--- src/rtl/reg_scoreboard.sv ---
//==============================================================================
// Module      : reg_scoreboard
// Description : Issue-side register dependency tracker. Counts in-flight
//               writes per architectural register and stalls ID while a
//               source operand is still being produced. A per-register
//               counter prevents over-issue to one destination, and a total
//               counter bounds all outstanding writes.
//               Optional feature macro: SCOREBOARD_WB_BYPASS_EN. When it is
//               defined, a hazard on a register whose last pending write
//               retires in the same cycle is suppressed, because the
//               register-file write-through supplies that value.
// Revision    : 1.0 - initial release
//==============================================================================
`default_nettype none

module reg_scoreboard #(
    parameter int NUM_REGS = 32,
    parameter int CNT_W    = 2,
    parameter int TOT_W    = 4
) (
    input  logic             clk_i,
    input  logic             rst_n_i,
    input  logic             flush_i,
    input  logic             issue_valid_i,
    input  logic             issue_we_i,
    input  logic [4:0]       issue_rd_i,
    input  logic [4:0]       rs1_i,
    input  logic [4:0]       rs2_i,
    input  logic             use_rs1_i,
    input  logic             use_rs2_i,
    input  logic             wb_valid_i,
    input  logic [4:0]       wb_rd_i,
    output logic             stall_o,
    output logic             issue_fire_o,
    output logic [TOT_W-1:0] outstanding_o,
    output logic             empty_o,
    output logic             err_o
);

    // Register index width is fixed by the 5-bit port encoding.
    localparam int ADDR_W     = 5;
    localparam int ADDR_SPACE = 1 << ADDR_W;

    localparam logic [CNT_W-1:0] c_cnt_max = '1;
    localparam logic [CNT_W-1:0] c_cnt_one = CNT_W'(1);
    localparam logic [TOT_W-1:0] c_tot_max = '1;
    localparam logic [TOT_W-1:0] c_tot_one = TOT_W'(1);

    // Per-register counts across the whole 5-bit index space. Entries for x0
    // and for indices beyond NUM_REGS are tied to zero, so lookups never
    // need a range check.
    logic [CNT_W-1:0] w_cnt [ADDR_SPACE];

    logic [TOT_W-1:0] r_outstanding;
    logic             r_err;

    logic [CNT_W-1:0] w_rs1_cnt;
    logic [CNT_W-1:0] w_rs2_cnt;
    logic [CNT_W-1:0] w_rd_cnt;
    logic [CNT_W-1:0] w_wb_cnt;

    logic             w_byp1;
    logic             w_byp2;
    logic             w_hz1;
    logic             w_hz2;
    logic             w_full;
    logic             w_stall;
    logic             w_fire;

    logic             w_wb_nz;
    logic             w_inc;
    logic             w_dec;
    logic             w_orphan;

    assign w_rs1_cnt = w_cnt[rs1_i];
    assign w_rs2_cnt = w_cnt[rs2_i];
    assign w_rd_cnt  = w_cnt[issue_rd_i];
    assign w_wb_cnt  = w_cnt[wb_rd_i];

`ifdef SCOREBOARD_WB_BYPASS_EN
    // The last pending write of a source register retiring this cycle is
    // visible through the register-file write-through, so no hazard.
    assign w_byp1 = wb_valid_i && (wb_rd_i == rs1_i) && (w_rs1_cnt == c_cnt_one);
    assign w_byp2 = wb_valid_i && (wb_rd_i == rs2_i) && (w_rs2_cnt == c_cnt_one);
`else
    // Hazards follow the registered counts only.
    assign w_byp1 = 1'b0;
    assign w_byp2 = 1'b0;
`endif

    assign w_hz1 = use_rs1_i && (rs1_i != '0) && (w_rs1_cnt != '0) && !w_byp1;
    assign w_hz2 = use_rs2_i && (rs2_i != '0) && (w_rs2_cnt != '0) && !w_byp2;

    // Refuse a new write when either its own counter or the total is at
    // its ceiling; this is what keeps the counters from ever wrapping.
    assign w_full = issue_we_i && (issue_rd_i != '0) &&
                    ((w_rd_cnt == c_cnt_max) || (r_outstanding == c_tot_max));

    assign w_stall = issue_valid_i && (w_hz1 || w_hz2 || w_full);
    assign w_fire  = issue_valid_i && !w_stall;

    // A retire to x0 is meaningless and is ignored entirely. A retire to a
    // register with nothing pending is an orphan and only flags an error.
    assign w_wb_nz  = wb_valid_i && (wb_rd_i != '0);
    assign w_inc    = w_fire && issue_we_i && (issue_rd_i != '0);
    assign w_dec    = w_wb_nz && (w_wb_cnt != '0);
    assign w_orphan = w_wb_nz && (w_wb_cnt == '0);

    generate
        for (genvar r = 0; r < ADDR_SPACE; r++) begin : g_reg
            if ((r == 0) || (r >= NUM_REGS)) begin : g_untracked
                assign w_cnt[r] = '0;
            end else begin : g_tracked
                localparam logic [ADDR_W-1:0] c_idx = ADDR_W'(r);

                logic [CNT_W-1:0] r_cnt;
                logic             w_inc_hit;
                logic             w_dec_hit;

                assign w_inc_hit = w_inc && (issue_rd_i == c_idx);
                assign w_dec_hit = w_dec && (wb_rd_i == c_idx);

                // In-flight write count for this register; an issue and a
                // retire hitting it in the same cycle cancel out.
                always_ff @(posedge clk_i) begin
                    if (!rst_n_i || flush_i) begin
                        r_cnt <= '0;
                    end else if (w_inc_hit && !w_dec_hit) begin
                        r_cnt <= r_cnt + c_cnt_one;
                    end else if (w_dec_hit && !w_inc_hit) begin
                        r_cnt <= r_cnt - c_cnt_one;
                    end
                end

                assign w_cnt[r] = r_cnt;
            end
        end
    endgenerate

    // Total in-flight writes, moved by the net change of this cycle.
    always_ff @(posedge clk_i) begin
        if (!rst_n_i || flush_i) begin
            r_outstanding <= '0;
        end else if (w_inc && !w_dec) begin
            r_outstanding <= r_outstanding + c_tot_one;
        end else if (w_dec && !w_inc) begin
            r_outstanding <= r_outstanding - c_tot_one;
        end
    end

    // Sticky orphan-retire flag; a flush discards that cycle's retire and
    // leaves the flag untouched.
    always_ff @(posedge clk_i) begin
        if (!rst_n_i) begin
            r_err <= 1'b0;
        end else if (!flush_i && w_orphan) begin
            r_err <= 1'b1;
        end
    end

    assign stall_o       = w_stall;
    assign issue_fire_o  = w_fire;
    assign outstanding_o = r_outstanding;
    assign empty_o       = (r_outstanding == '0);
    assign err_o         = r_err;

endmodule

`default_nettype wire

--- config.mk ---
export PLATFORM = sky130hd
export DESIGN_NAME = reg_scoreboard
export DESIGN_NICKNAME = d
export VERILOG_FILES = /design/src/rtl/reg_scoreboard.sv
export SDC_FILE = /design/constraint.sdc
export NUM_CORES = 1
export LEC_CHECK = 0
export CELL_PAD_IN_SITES_DETAIL_PLACEMENT = 1
export CELL_PAD_IN_SITES_GLOBAL_PLACEMENT = 1
export CORE_ASPECT_RATIO = 2
export CORE_MARGIN = 2
export CORE_UTILIZATION = 45
export CTS_BUF_LIST = sky130_fd_sc_hd__clkbuf_8
export CTS_CLUSTER_DIAMETER = 50
export CTS_CLUSTER_SIZE = 24
export DETAILED_ROUTE_END_ITERATION = 7
export HOLD_SLACK_MARGIN = 0.15
export PLACE_DENSITY = 0.83
export SETUP_SLACK_MARGIN = 0.4
export SLEW_MARGIN = 40
export SYNTH_ARGS = -nofsm -noshare
export SYNTH_HDL_FRONTEND = slang
export SYNTH_SLANG_ARGS = --single-unit
--- constraint.sdc ---
create_clock -name clk_i -period 3.9 [get_ports clk_i]
set_input_delay 0.39 -clock clk_i [delete_from_list [all_inputs] [get_ports clk_i]]
set_output_delay 0.39 -clock clk_i [all_outputs]
set_load 0.01 [all_outputs]
Yosys cells after proc, flatten, opt, wreduce, memory -nomap -nowiden

Index checks and enable logic that the tools add are counted.

$add $sub $neg: 64
$lt $le $gt $ge: 4
Equality and inequality tests: 64
Mux-type cells: 76
Bitwise operators: 4
Reductions and logical operators: 252

Operators by type and width:

| cell                                                | number |
|---|---|
| equality test 5 bit, second input constant          | 32 |
| logical AND 1 bit                                   | 140 |
| two-way mux 2 bit                                   | 70 |
| equality test 5 x 4 -> 1 bit, second input constant | 16 |
| nonzero test 2 bit                                  | 35 |
| zero test 1 bit                                     | 67 |
| adder 2 x 1 -> 2 bit, second input constant         | 31 |
| subtractor 2 x 1 -> 2 bit, second input constant    | 31 |
| binary-select mux 2 bit (select 5 bit)              | 4 |
| equality test 5 x 3 -> 1 bit, second input constant | 8 |
| >= comparator 6 bit, second input constant          | 4 |
| NOT 5 -> 6 bit                                      | 4 |
| equality test 5 x 2 -> 1 bit, second input constant | 4 |
| nonzero test 5 bit                                  | 4 |
| equality test 5 x 1 -> 1 bit, second input constant | 2 |
| two-way mux 4 bit                                   | 2 |
| adder 4 x 1 -> 4 bit, second input constant         | 1 |
| equality test 4 bit, second input constant          | 1 |
| zero test 4 bit                                     | 1 |
| logical OR 1 bit                                    | 4 |
| subtractor 4 x 1 -> 4 bit, second input constant    | 1 |
| equality test 2 bit, second input constant          | 1 |
| zero test 2 bit                                     | 1 |

Register bits: 67
Input bits: 28
Output and inout bits: 8

Depth between registers and ports, before layout

Depth after elaboration: 18
Mapped depth: 16
Mapped depth without buffers: 14

Least setup slack after synthesis

Ideal clock, no wire load.

Kind: input port to flip-flop
From: in rs2_i[0]
To: reg r_outstanding[3] (netlist: outstanding_o[3])
Library setup time: 0.070 ns
Arrival time: 3.439 ns
Data required time: 3.830 ns
Slack: 0.391 ns
Stages: 15
Path buffers: 2
Path through: buf_2 -> mux4_2 -> nor3b_1 -> nor4_1 -> o311ai_2 -> buf_2 -> nor4_1 -> ha_1 -> inv_1 -> ha_1 -> a21o_1 -> a21oi_1 -> xnor2_1 -> or3_1 -> a21oi_1

Word-level cells in the longest chain between the ends: 16
Elaborated cells between the ends (all ways): 20

RTL lines:

| item                                                 | RTL line | RTL |
|---|---|---|
| start, declared                                      | 28       | `input logic [4:0] rs2_i,` |
| NOT 5 -> 6 bit (implied by the code)                 | 76       | `assign w_rs2_cnt = w_cnt[rs2_i];` |
| binary-select mux 2 bit (select 5 bit)               | 76       |  |
| two-way mux 2 bit (implied by the code) (2 in a row) | 76       |  |
| nonzero test 2 bit                                   | 92       | `assign w_hz2 = use_rs2_i && (rs2_i != '0) && (w_rs2_cnt != '0) && !w_byp2;` |
| logical AND 1 bit *                                  | 92       |  |
| logical OR 1 bit * (2 in a row)                      | 99       | `assign w_stall = issue_valid_i && (w_hz1 \|\| w_hz2 \|\| w_full);` |
| logical AND 1 bit *                                  | 99       |  |
| zero test 1 bit *                                    | 100      | `assign w_fire = issue_valid_i && !w_stall;` |
| logical AND 1 bit *                                  | 100      |  |
| logical AND 1 bit * (2 in a row)                     | 105      | `assign w_inc = w_fire && issue_we_i && (issue_rd_i != '0);` |
| zero test 1 bit                                      | 146      | `end else if (w_dec && !w_inc) begin` |
| logical AND 1 bit                                    | 146      |  |
| nonzero test 2 bit (no source line)                  | n/a      |  |
| end signal, assigned                                 | 145      | `r_outstanding <= r_outstanding + c_tot_one;` |
| end signal, assigned                                 | 147      | `r_outstanding <= r_outstanding - c_tot_one;` |
| end, declared                                        | 54       | `logic [TOT_W-1:0] r_outstanding;` |

Every way passes the cells marked *; elsewhere a longest branch is shown, timed or not. The select of a mux whose other input is x is not followed.
A chain may end at the register's enable or synchronous reset.

Final worst setup path

From: reg g_reg[22].g_tracked.r_cnt[0]
To: reg g_reg[20].g_tracked.r_cnt[1]

Word-level cells in the longest chain between the ends: 16
Elaborated cells between the ends (all ways): 36

RTL lines:

| item                                                             | RTL line   | RTL |
|---|---|---|
| start, declared                                                  | 116        | `logic [CNT_W-1:0] r_cnt;` |
| start signal, assigned                                           | 129        | `r_cnt <= r_cnt + c_cnt_one;` |
| start signal, assigned                                           | 131        | `r_cnt <= r_cnt - c_cnt_one;` |
| binary-select mux 2 bit (select 5 bit), on equally long branches | 77, 75, 76 |  |
| two-way mux 2 bit, on equally long branches (2 in a row)         | 77, 75, 76 |  |
| equality test 2 bit, or another cell as far along                | 97         | `((w_rd_cnt == c_cnt_max) \|\| (r_outstanding == c_tot_max));` |
| logical OR 1 bit, or another cell as far along                   | 97         |  |
| logical AND 1 bit / logical OR 1 bit (equally long branches)     | 96, 99     |  |
| logical OR 1 bit                                                 | 99         |  |
| logical AND 1 bit                                                | 99         |  |
| zero test 1 bit                                                  | 100        |  |
| logical AND 1 bit                                                | 100        |  |
| logical AND 1 bit (2 in a row)                                   | 105        |  |
| logical AND 1 bit                                                | 120        | `assign w_inc_hit = w_inc && (issue_rd_i == c_idx);` |
| zero test 1 bit                                                  | 130        | `end else if (w_dec_hit && !w_inc_hit) begin` |
| logical AND 1 bit                                                | 130        |  |
| nonzero test 2 bit (no source line)                              | n/a        |  |
| end signal, assigned                                             | 129        |  |
| end signal, assigned                                             | 131        |  |
| end, declared                                                    | 116        |  |

Parallel ways exist; a longest one is shown, timed or not. The select of a mux whose other input is x is not followed.

==> impl_metrics.yaml <==
detailed_routing:
  drcViolationCount: 0
  routed_via_density: 6.78
  drtPass1Iterations: 6
  wl_um: 21900
  ant_nets: 0
  avgRoutedWirePerCell_um: 24.9
  drt-initial-drc-count: 622
  vias: 5962
hold_path:
  holdCritPathClass: "reg -> reg"
final_layout:
  stdcell_count: 880
  nNetsFinal: 788
  fillers: 1459
  fin_util_pct: 55.0
  antenna_cells: 0
  drive_above_1_share_pct: 20.8
  area_delta_synth_final_pct: 20.6
worst_setup_path:
  crit_arrival_ns: 3.81
  crit_path_end_kind: "register"
  required_ns: 4.19
  path_max_fanout: 8
  cp-start-kind: "register"
  crit_type: "reg -> reg"
placed_design:
  dp_slack_ns: -0.265
  place_inst: 851
  io_buffers: 35
  gp_congestion: 0.974
  dp_hpwl_um: 15000
yosys:
  synthFlopType: "dfxtp_1"
  synth_nets: 733
  synthesis.area_sq_um: 5660
  synthArstFlopShare_pct: 0
  ys_seq_elements: 67
  yosysUniqueCellTypes: 61
  ys_seq_area_share_pct: 23.7
  yosysMostFrequentCell: "nor2_1"
  ys_top_cells_by_area: "dfxtp_1 24%, xor2_1 9.7%, mux4_2 8.8%, ha_1 7.5%, nor2_1 6.8%"
  synth_top_area_share_pct: 23.7
  ys_warn_count: 0
  synth-edff-count: 0
  netlist_top_cells_count: "103 x nor2_1, 67 x dfxtp_1, 63 x xor2_1"
  yosysTopAreaCell: "dfxtp_1"
  avgSynthCellArea_sq_um: 8.45
  syn-instance-count: 670
pwr:
  ir_worst_vdd_mv: 0.214
  combPwrFrac_pct: 19.1
  swShare_pct: 30.0
  power_switching_w: 0.000488
  power_per_cell_area_nw_per_um2: 238
  power_frac_clock_pct: 38.3
  power.share.sequential_pct: 42.6
  leakagePower_nw: 2.53
  p_int_w: 0.00114
grt:
  antenna_found_initial: 0
  grt_pass1_vias: 6428
  grt_max_degree: 40
  grt_overflow: 0
  grt_use_total_pct: 32.9
  grt_pass1_wl_um: 34700
timing:
  rsz0062_at_grt: "yes"
  clock.fmax_mhz: 284
  fin_crit_sh_pct: 90.3
  period_needed_ns: 3.52
  worst_slack_ns: 0.379
  finalHoldViolations: 0
  fin_worst_skew_ns: 0.0146
  whs_ns: 0.495
  tns_ns: 0
  maxSlewHeadroom_pct: 48.3
  max_slew.worst_pin.slew_ns: 0.769
  setup_viol: 0
  slew_viol_final: 0
die:
  dieHeight_um: 163
  start_util_pct: 45.6
  dieArea_sq_um: 13500
  rows: 58
  pin_count: 36
  coreArea_sq_um: 12400
  die_w_um: 83.3
status:
  status: "completed"
cts:
  htree_levels: 3
  cts.sink_count: 67
  clk_latency_ns: 0.37
  numCtsBuffers: 9
  root_buffer: "clkbuf_8"
  clk_pin_slew_ns: 0.08
  cts_buffer_depth: 2
  cts_tree: "done"
  ctsHoldBuffers: 0
run:
  maxCapViolCount: 0
[state kept, by name, indices dropped and copies added, names as in the netlist]
signal             flops
err_o                  1
g.g_tracked.r_cnt     62
outstanding_o          4
[layout make-up]
cell class	instances	area [sq um]	area share, %
multi-input combinational	553	4140	60.7
sequential	67	1370	20.0
inverter	5	18.8	0.275
tap	150	188	2.75
clock buffer	10	138	2.02
clock inverter	6	65.1	0.953
timing repair buffer	89	910	13.3
[path summary, 6_finish.rpt]
| kind | from | endpoint | slack [ns] | depth (start not counted) |
|---|---|---|---|---|
| setup / recovery | g_reg[22].g_tracked.r_cnt[0] | g_reg[20].g_tracked.r_cnt[1] | 0.38 | 11 |
| hold / removal | err_o | err_o | 0.50 | 2 |
| setup reg to reg | g_reg[22].g_tracked.r_cnt[0] | g_reg[20].g_tracked.r_cnt[1] | 0.38 | 11 |
| hold reg to reg | err_o | err_o | 0.50 | 2 |
[per-layer routing]
| layer | part of all wire, % | routed length, um | vias to the layer above | GRT usage, % |
|---|---|---|---|---|
| met5 | 0 | 0 | - | 0 |
| met4 | 7.4 | 1610 | 0 | 23.4 |
| met3 | 9.0 | 1980 | 137 | 6.34 |
| met2 | 49 | 10700 | 400 | 55.1 |
| met1 | 35 | 7620 | 2852 | 37.2 |
| li1 | - | - | 2573 | - |
[power by group through the flow]
| stage | combinational, W | clock [W] | sequential, W |
|---|---|---|---|
| after floorplan | 0.000148 | 0 | 0.000709 |
| after global placement | 0.000257 | 0 | 0.000709 |
| after detailed placement | 0.000266 | 0 | 0.000710 |
| after CTS | 0.000296 | 0.000631 | 0.000694 |
| after global routing | 0.000325 | 0.000651 | 0.000694 |
| final | 0.000311 | 0.000624 | 0.000694 |
[what timing repair did]
item                       CTS  global route
pin swaps                    5             4
resized for setup           45            26
hold endpoints to repair     0             0
gates cloned                 3             0
buffers inserted             8             2
setup endpoints to repair   33            20
[cells in the final DEF (no fill, tap or decap), types with 4 or more instances in the layout]
| master | instances |
|---|---|
| a21oi_1 | 39 |
| buf_12 | 8 |
| buf_4 | 39 |
| clkbuf_8 | 10 |
| clkdlybuf4s50_1 | 25 |
| dfxtp_1 | 47 |
| dfxtp_2 | 20 |
| dlygate4sd2_1 | 6 |
| ha_1 | 33 |
| inv_1 | 4 |
| mux2_2 | 6 |
| mux2i_1 | 8 |
| mux4_1 | 6 |
| mux4_2 | 25 |
| nand2_1 | 43 |
| nand2b_1 | 4 |
| nand3_1 | 40 |
| nand4_1 | 4 |
| nor2_1 | 102 |
| nor2b_1 | 9 |
| nor3_1 | 8 |
| nor4_1 | 34 |
| nor4_2 | 4 |
| o21ai_0 | 35 |
| or3_1 | 35 |
| xor2_1 | 63 |
[critical path, cell delays in order, from the launching register on]
cell and delay (ns):
dfxtp_1 0.46, nor2_1 0.14, mux4_1 0.54, mux4_2 0.55
mux2i_4 0.21, buf_6 0.17, nor3b_4 0.20, buf_4 0.19
nand2_1 0.08, ha_1 0.35, or3_1 0.38, a21oi_1 0.17
[per-stage QoR]
stage / power (W) / area (sq um)
after global placement: 0.000966 / 6320
final: 0.00163 / 6830
after detailed placement: 0.000976 / 6330
after global routing: 0.00167 / 6830
after CTS: 0.00162 / 6760
after floorplan: 0.000857 / 5660
[cells by family after synthesis]
kind of cell | synth area share (%)
multiplexers | 15.9
flip-flops | 23.7
AND/OR/NAND/NOR | 26.9
buffers and inverters | 4.77
adder cells (fa/ha/maj) | 7.87
AO/OA/AOI/OAI | 10.8
XOR/XNOR | 10.1
No activity file was read; power rests on OpenSTA's default activity.
==> RTL edit 1 (same flow settings) <==
Add a define of `SCOREBOARD_WB_BYPASS_EN`.
--- a/src/rtl/reg_scoreboard.sv
+++ b/src/rtl/reg_scoreboard.sv
@@ -12,6 +12,8 @@
 // Revision    : 1.0 - initial release
 //==============================================================================
 `default_nettype none
+
+`define SCOREBOARD_WB_BYPASS_EN
 
 module reg_scoreboard #(
     parameter int NUM_REGS = 32,
Formal check against the unedited RTL: not equivalent (Yosys sat finds a counterexample within 4 cycles, from zero or initial values and one cycle with rst_n_i low).
==> RTL edit 1 against the unedited design <==
- the run now ends with design-rule violations left
- routed wire length rose by 41%
- sequential cell count did not move
- core utilization rose by 6.3 points
- first-iteration DRC count rose by 18%
- largest power group unchanged
- power rose by 10%
- final area rose by 17%
- count of clock-buffer cells in the layout fell by 1
- worst setup slack got worse by 60 ps
- area after synthesis rose by 6.2%
==> RTL edit 1: results (changes against the unedited design) <==
{
  "clkLatencyLatePin": {"value": 410, "unit": "ps", "change": "+40 ps"},
  "post_route_cells_drive_above_1_share": {"value": 35.0, "unit": "%", "change": "+14 points"},
  "drtIter0Drc": {"value": 732, "change": "+18%"},
  "synth.yosys.seq_area_share": {"value": 22.3, "unit": "%", "change": "-1.4 points"},
  "firstDrtPassIters": {"value": 8, "change": "+2"},
  "dp.final_hpwl": {"value": 18700, "unit": "um", "change": "+25%"},
  "place_worst_setup_slack": {"value": -315, "unit": "ps", "change": "-50.1 ps"},
  "gr-usage-all-layers": {"value": 38.8, "unit": "%", "change": "+5.9 points"},
  "skew": {"value": 15.4, "unit": "ps", "change": "+0.734 ps"},
  "detail_route.vias_per_cell": {"value": 7.19, "change": "+6.2%"},
  "worst-slew-pin-transition": {"value": 766, "unit": "ps", "change": "-3.71 ps"},
  "first_global_vias": {"value": 7148, "change": "+11%"},
  "finalCritPeriodShare": {"value": 91.8, "unit": "%", "change": "+1.5 points"},
  "grt_max_degree": {"value": 43, "change": "+7.5%"},
  "drt_drc_violations_left": {"value": 3, "change": "+3"},
  "post_dp_cell_area": {"value": 7170, "unit": "um2", "change": "+13%"},
  "synth.cells.most_frequent": "71 x xor2_1, 67 x dfxtp_1, 63 x nor2_1",
  "finalNetCount": {"value": 866, "change": "+9.9%"},
  "static-leakage-power": {"value": 0.00321, "unit": "uW", "change": "+27%"},
  "vdd.ir_drop.worst": {"value": 0.161, "unit": "mV", "change": "-25%"},
  "postSynthCellCount": {"value": 665, "change": "-0.75%"},
  "ys_dominant_reg_cell": "dfxtp_1",
  "result_of_the_run": "finished with violations",
  "path_max_fanout": {"value": 6, "change": "-2"},
  "post-place-cells": {"value": 907, "change": "+6.6%"},
  "place_congestion": {"value": 0.997, "change": "+2.3%"},
  "yosysUniqueCellTypes": {"value": 58, "change": "-4.9%"},
  "failing_checks": "design-rule violations",
  "route.detailed.wl_per_inst": {"value": 32.0, "unit": "um", "change": "+29%"},
  "filler_cell_count": {"value": 1492, "change": "+2.3%"},
  "clkTransAtPathRegs": {"value": 100, "unit": "ps", "change": "+20 ps"},
  "arrival": {"value": 3920, "unit": "ps", "change": "+110 ps"},
  "synth.top_cells.by_area": "dfxtp_1 22%, mux4_2 14%, xor2_1 10%, ha_1 7.1%, a21oi_1 4.5%",
  "largest_stage_delay_on_the_critical_path": {"value": 530, "unit": "ps", "change": "-20 ps"},
  "reg2reg_slack": {"value": 320, "unit": "ps", "change": "-60 ps"},
  "holdWs": {"value": 515, "unit": "ps", "change": "+19.8 ps"},
  "grt_first_pass_wirelength": {"value": 41800, "unit": "um", "change": "+20%"}
}
## RTL edit 1: changes by cell type after synthesis, sizes merged, moves of 5 or more
| cell | change |
|---|---|
| a21oi | +14 |
| mux2i | +12 |
| mux4 | +8 |
| nand3 | -24 |
| nand3b | +5 |
| nor2 | -41 |
| nor3 | +23 |
| nor4 | -20 |
| o21ai | +7 |
| or4 | +15 |
| xor2 | +8 |
## RTL edit 1: cell families after synthesis
logic type	count (synthesis)	synth area share, %
AO/OA/AOI/OAI	121	11.6
XOR/XNOR	75	10.9
adder cells (fa/ha/maj)	35	7.41
buffers and inverters	46	4.18
flip-flops	67	22.3
multiplexers	65	19.1
AND/OR/NAND/NOR	256	24.5
## RTL edit 1: layout make-up
type                    instances  area [um2]  area share [%]
inverters                       2        7.51          0.0938
well taps                     152         190            2.37
multi-input cells             553        4630            57.8
clock buffers                   9         124            1.55
flip-flops and latches         67        1370            17.1
repair buffers                170        1630            20.3
clock inverters                 7        60.1           0.750
## RTL edit 1: path summary, 6_finish.rpt
path | to | cells after the start
setup / recovery | outstanding_o[3]$_SDFFE_PP0P_ | 13
hold / removal | err_o$_SDFFE_PN0P_ | 2
setup reg to reg | outstanding_o[3]$_SDFFE_PP0P_ | 13
hold reg to reg | err_o$_SDFFE_PN0P_ | 2
## RTL edit 1: layer usage
layer	part of all wire, %	vias to the layer above	track usage (%)
li1	-	2746	-
met1	31	3352	38.4
met2	49	544	68.2
met3	9.0	263	8.72
met4	11	0	29.8
met5	0	-	0
## RTL edit 1: repair_timing
item	CTS	global route
buffers inserted	11	20
cloned	4	2
pin swaps	14	16
gates resized for setup	25	65
endpoints found under the setup margin	37	55
## RTL edit 1: report_power, final
group          switching [uW]  internal [uW]
clock                     366            241
sequential               15.5            690
combinational             262            218
==> RTL edit 2 (config.mk and constraints unchanged) <==
Without the edit above. Make the reset (`rst_n_i`) asynchronous in one clocked block.
--- a/src/rtl/reg_scoreboard.sv
+++ b/src/rtl/reg_scoreboard.sv
@@ -150,7 +150,7 @@
 
     // Sticky orphan-retire flag; a flush discards that cycle's retire and
     // leaves the flag untouched.
-    always_ff @(posedge clk_i) begin
+    always_ff @(posedge clk_i or negedge rst_n_i) begin
         if (!rst_n_i) begin
             r_err <= 1'b0;
         end else if (!flush_i && w_orphan) begin
Formal check against the unedited RTL: not equivalent (a bounded check fails within 4 cycles, from zero or initial values and one cycle with rst_n_i low; the reset may be asserted at any time).
==> RTL edit 2 against the unedited design <==
- area after synthesis is 7.9% lower
- power is 0.28% lower
- worst setup slack better by 49 ps
- sequential cell count stayed put
- count of clock-buffer cells in the layout is 1 lower
- die area is 7.6% lower
- routed wire length is 8.8% lower
- final area is 8.4% lower
- critical path type is now flop to primary output
==> RTL edit 2: results (changes against the unedited design) <==
{
  "grt_first_pass_wirelength": {"value": 30700, "unit": "um", "change": "-12%"},
  "drtIter0Drc": {"value": 315, "change": "-49%"},
  "muxShareOfSynthArea": {"value": 12.2, "unit": "%", "change": "-3.7 points"},
  "result_of_the_run": "completed",
  "vdd.ir_drop.worst": {"value": 0.207, "unit": "mV", "change": "-3.4%"},
  "detail_route.vias_per_cell": {"value": 6.59, "change": "-2.7%"},
  "place_congestion": {"value": 0.950, "change": "-2.4%"},
  "synth.yosys.seq_area_share": {"value": 25.8, "unit": "%", "change": "+2.1 points"},
  "place_worst_setup_slack": {"value": -182, "unit": "ps", "change": "+83.0 ps"},
  "synthesized_area_fraction_occupied_by_adder_cells": {"value": 8.54, "unit": "%", "change": "+0.67 points"},
  "worst_hold_path_type": "primary input to async pin",
  "synth_async_sr_flop_share": {"value": 1.49, "unit": "%", "change": "+1.5 points"},
  "yosysUniqueCellTypes": {"value": 65, "change": "+6.6%"},
  "routed_vias": {"value": 5258, "change": "-12%"},
  "dp.final_hpwl": {"value": 15400, "unit": "um", "change": "+2.7%"},
  "path_max_fanout": {"value": 17, "change": "+9"},
  "grt_max_degree": {"value": 46, "change": "+15%"},
  "synth.cells.most_frequent": "70 x nor2_1, 66 x dfxtp_1, 63 x xor2_1",
  "skew": {"value": 15.5, "unit": "ps", "change": "+0.841 ps"},
  "post-route-worst-setup-slack": {"value": 427, "unit": "ps", "change": "+48.6 ps"},
  "synthXorXnorAreaFrac": {"value": 10.9, "unit": "%", "change": "+0.86 points"},
  "reg2reg_slack": {"value": 450, "unit": "ps", "change": "+70 ps"},
  "arrival": {"value": 3080, "unit": "ps", "change": "-730 ps"},
  "synth_fp_nets": {"value": 668, "change": "-8.9%"},
  "share_of_the_synthesized_area_in_compound_gates_ao_oa_aoi_oai": {"value": 12.7, "unit": "%", "change": "+1.8 points"},
  "finalNetCount": {"value": 714, "change": "-9.4%"},
  "finalWirelength": {"value": 20000, "unit": "um", "change": "-8.8%"}
}
RTL edit 2: cell count changes in the layout (fill, tap and decap cells not counted), moves of 6 or more:
cell     change
buf_4        -7
dfxtp_1     +16
dfxtp_2     -17
mux4_1       -6
nand2_1     -18
nand4_1      +7
nor2_1      -34
nor4_1      -16
nor4b_2      +6
RTL edit 2: layout make-up:
| type | count | area (um2) |
|---|---|---|
| sequential | 67 | 1350 |
| multi-input combinational | 487 | 3790 |
| inverter | 13 | 57.6 |
| clock buffer | 9 | 124 |
| timing repair buffer | 73 | 686 |
| fill | 1335 | 5030 |
| tap | 142 | 178 |
| clock inverter | 7 | 76.3 |
RTL edit 2: worst max-delay path, stage by stage (launching register included):
cell and delay (ps):
dfxtp_1 430, nor2_1 150, mux4_2 530, a2111oi_4 350, o311ai_2 230, nand4_4 180, buf_12 180, o21a_1 140
clkdlybuf4s50_1 530
RTL edit 2: kinds of logic after synthesis:
family,count (synthesis)
AND/OR/NAND/NOR,247
AO/OA/AOI/OAI,108
flip-flops,67
XOR/XNOR,65
buffers and inverters,51
adder cells (fa/ha/maj),35
multiplexers,32
RTL edit 2: through the flow:
step,cell area (um2),hold WS (ps)
floorplan,5220,94.4
global placement,5870,450
detailed placement,5870,467
CTS,6120,182
global route,6260,209
finish,6260,203
RTL edit 2: layer usage:
metal / up-vias / share of wire [%] / global-route usage (%)
met3: 104 / 3.5 / 5.94
met4: 0 / 9.1 / 24.9
met5: - / 0 / 0
met2: 171 / 54 / 59.3
met1: 2645 / 33 / 32.0
li1: 2338 / - / -
RTL edit 2: path summary, 6_finish.rpt:
kind                                                          startpoint                            end  depth (start not counted)
max in group asynchronous                                        rst_n_i              err_o$_DFFE_PN0P_                          1
worst min-delay path                                             rst_n_i              err_o$_DFFE_PN0P_                          1
worst min register to register                         err_o$_DFFE_PN0P_              err_o$_DFFE_PN0P_                          1
worst max register to register  g_reg[2].g_tracked.r_cnt[0]$_SDFFE_PP0P_  outstanding_o[3]$_SDFFE_PP0P_                         14
min in group clk_i                                     err_o$_DFFE_PN0P_              err_o$_DFFE_PN0P_                          1
worst max-delay path            g_reg[8].g_tracked.r_cnt[0]$_SDFFE_PP0P_                        stall_o                          8
RTL edit 2: power by group:
group / switching (uW) / internal [uW] / total, uW
Combinational: 183 / 126 / 309
Sequential: 7.69 / 689 / 696
Clock: 320 / 299 / 619
Total: 510 / 1110 / 1620
RTL edit 2: repair_timing:
action / in CTS / in global routing
endpoints found under the setup margin: 31 / 21
pin swaps: 0 / 4
gates resized for setup: 15 / 27
gates cloned: 0 / 1
endpoints found under the hold margin: 0 / 0
buffers inserted: 0 / 1
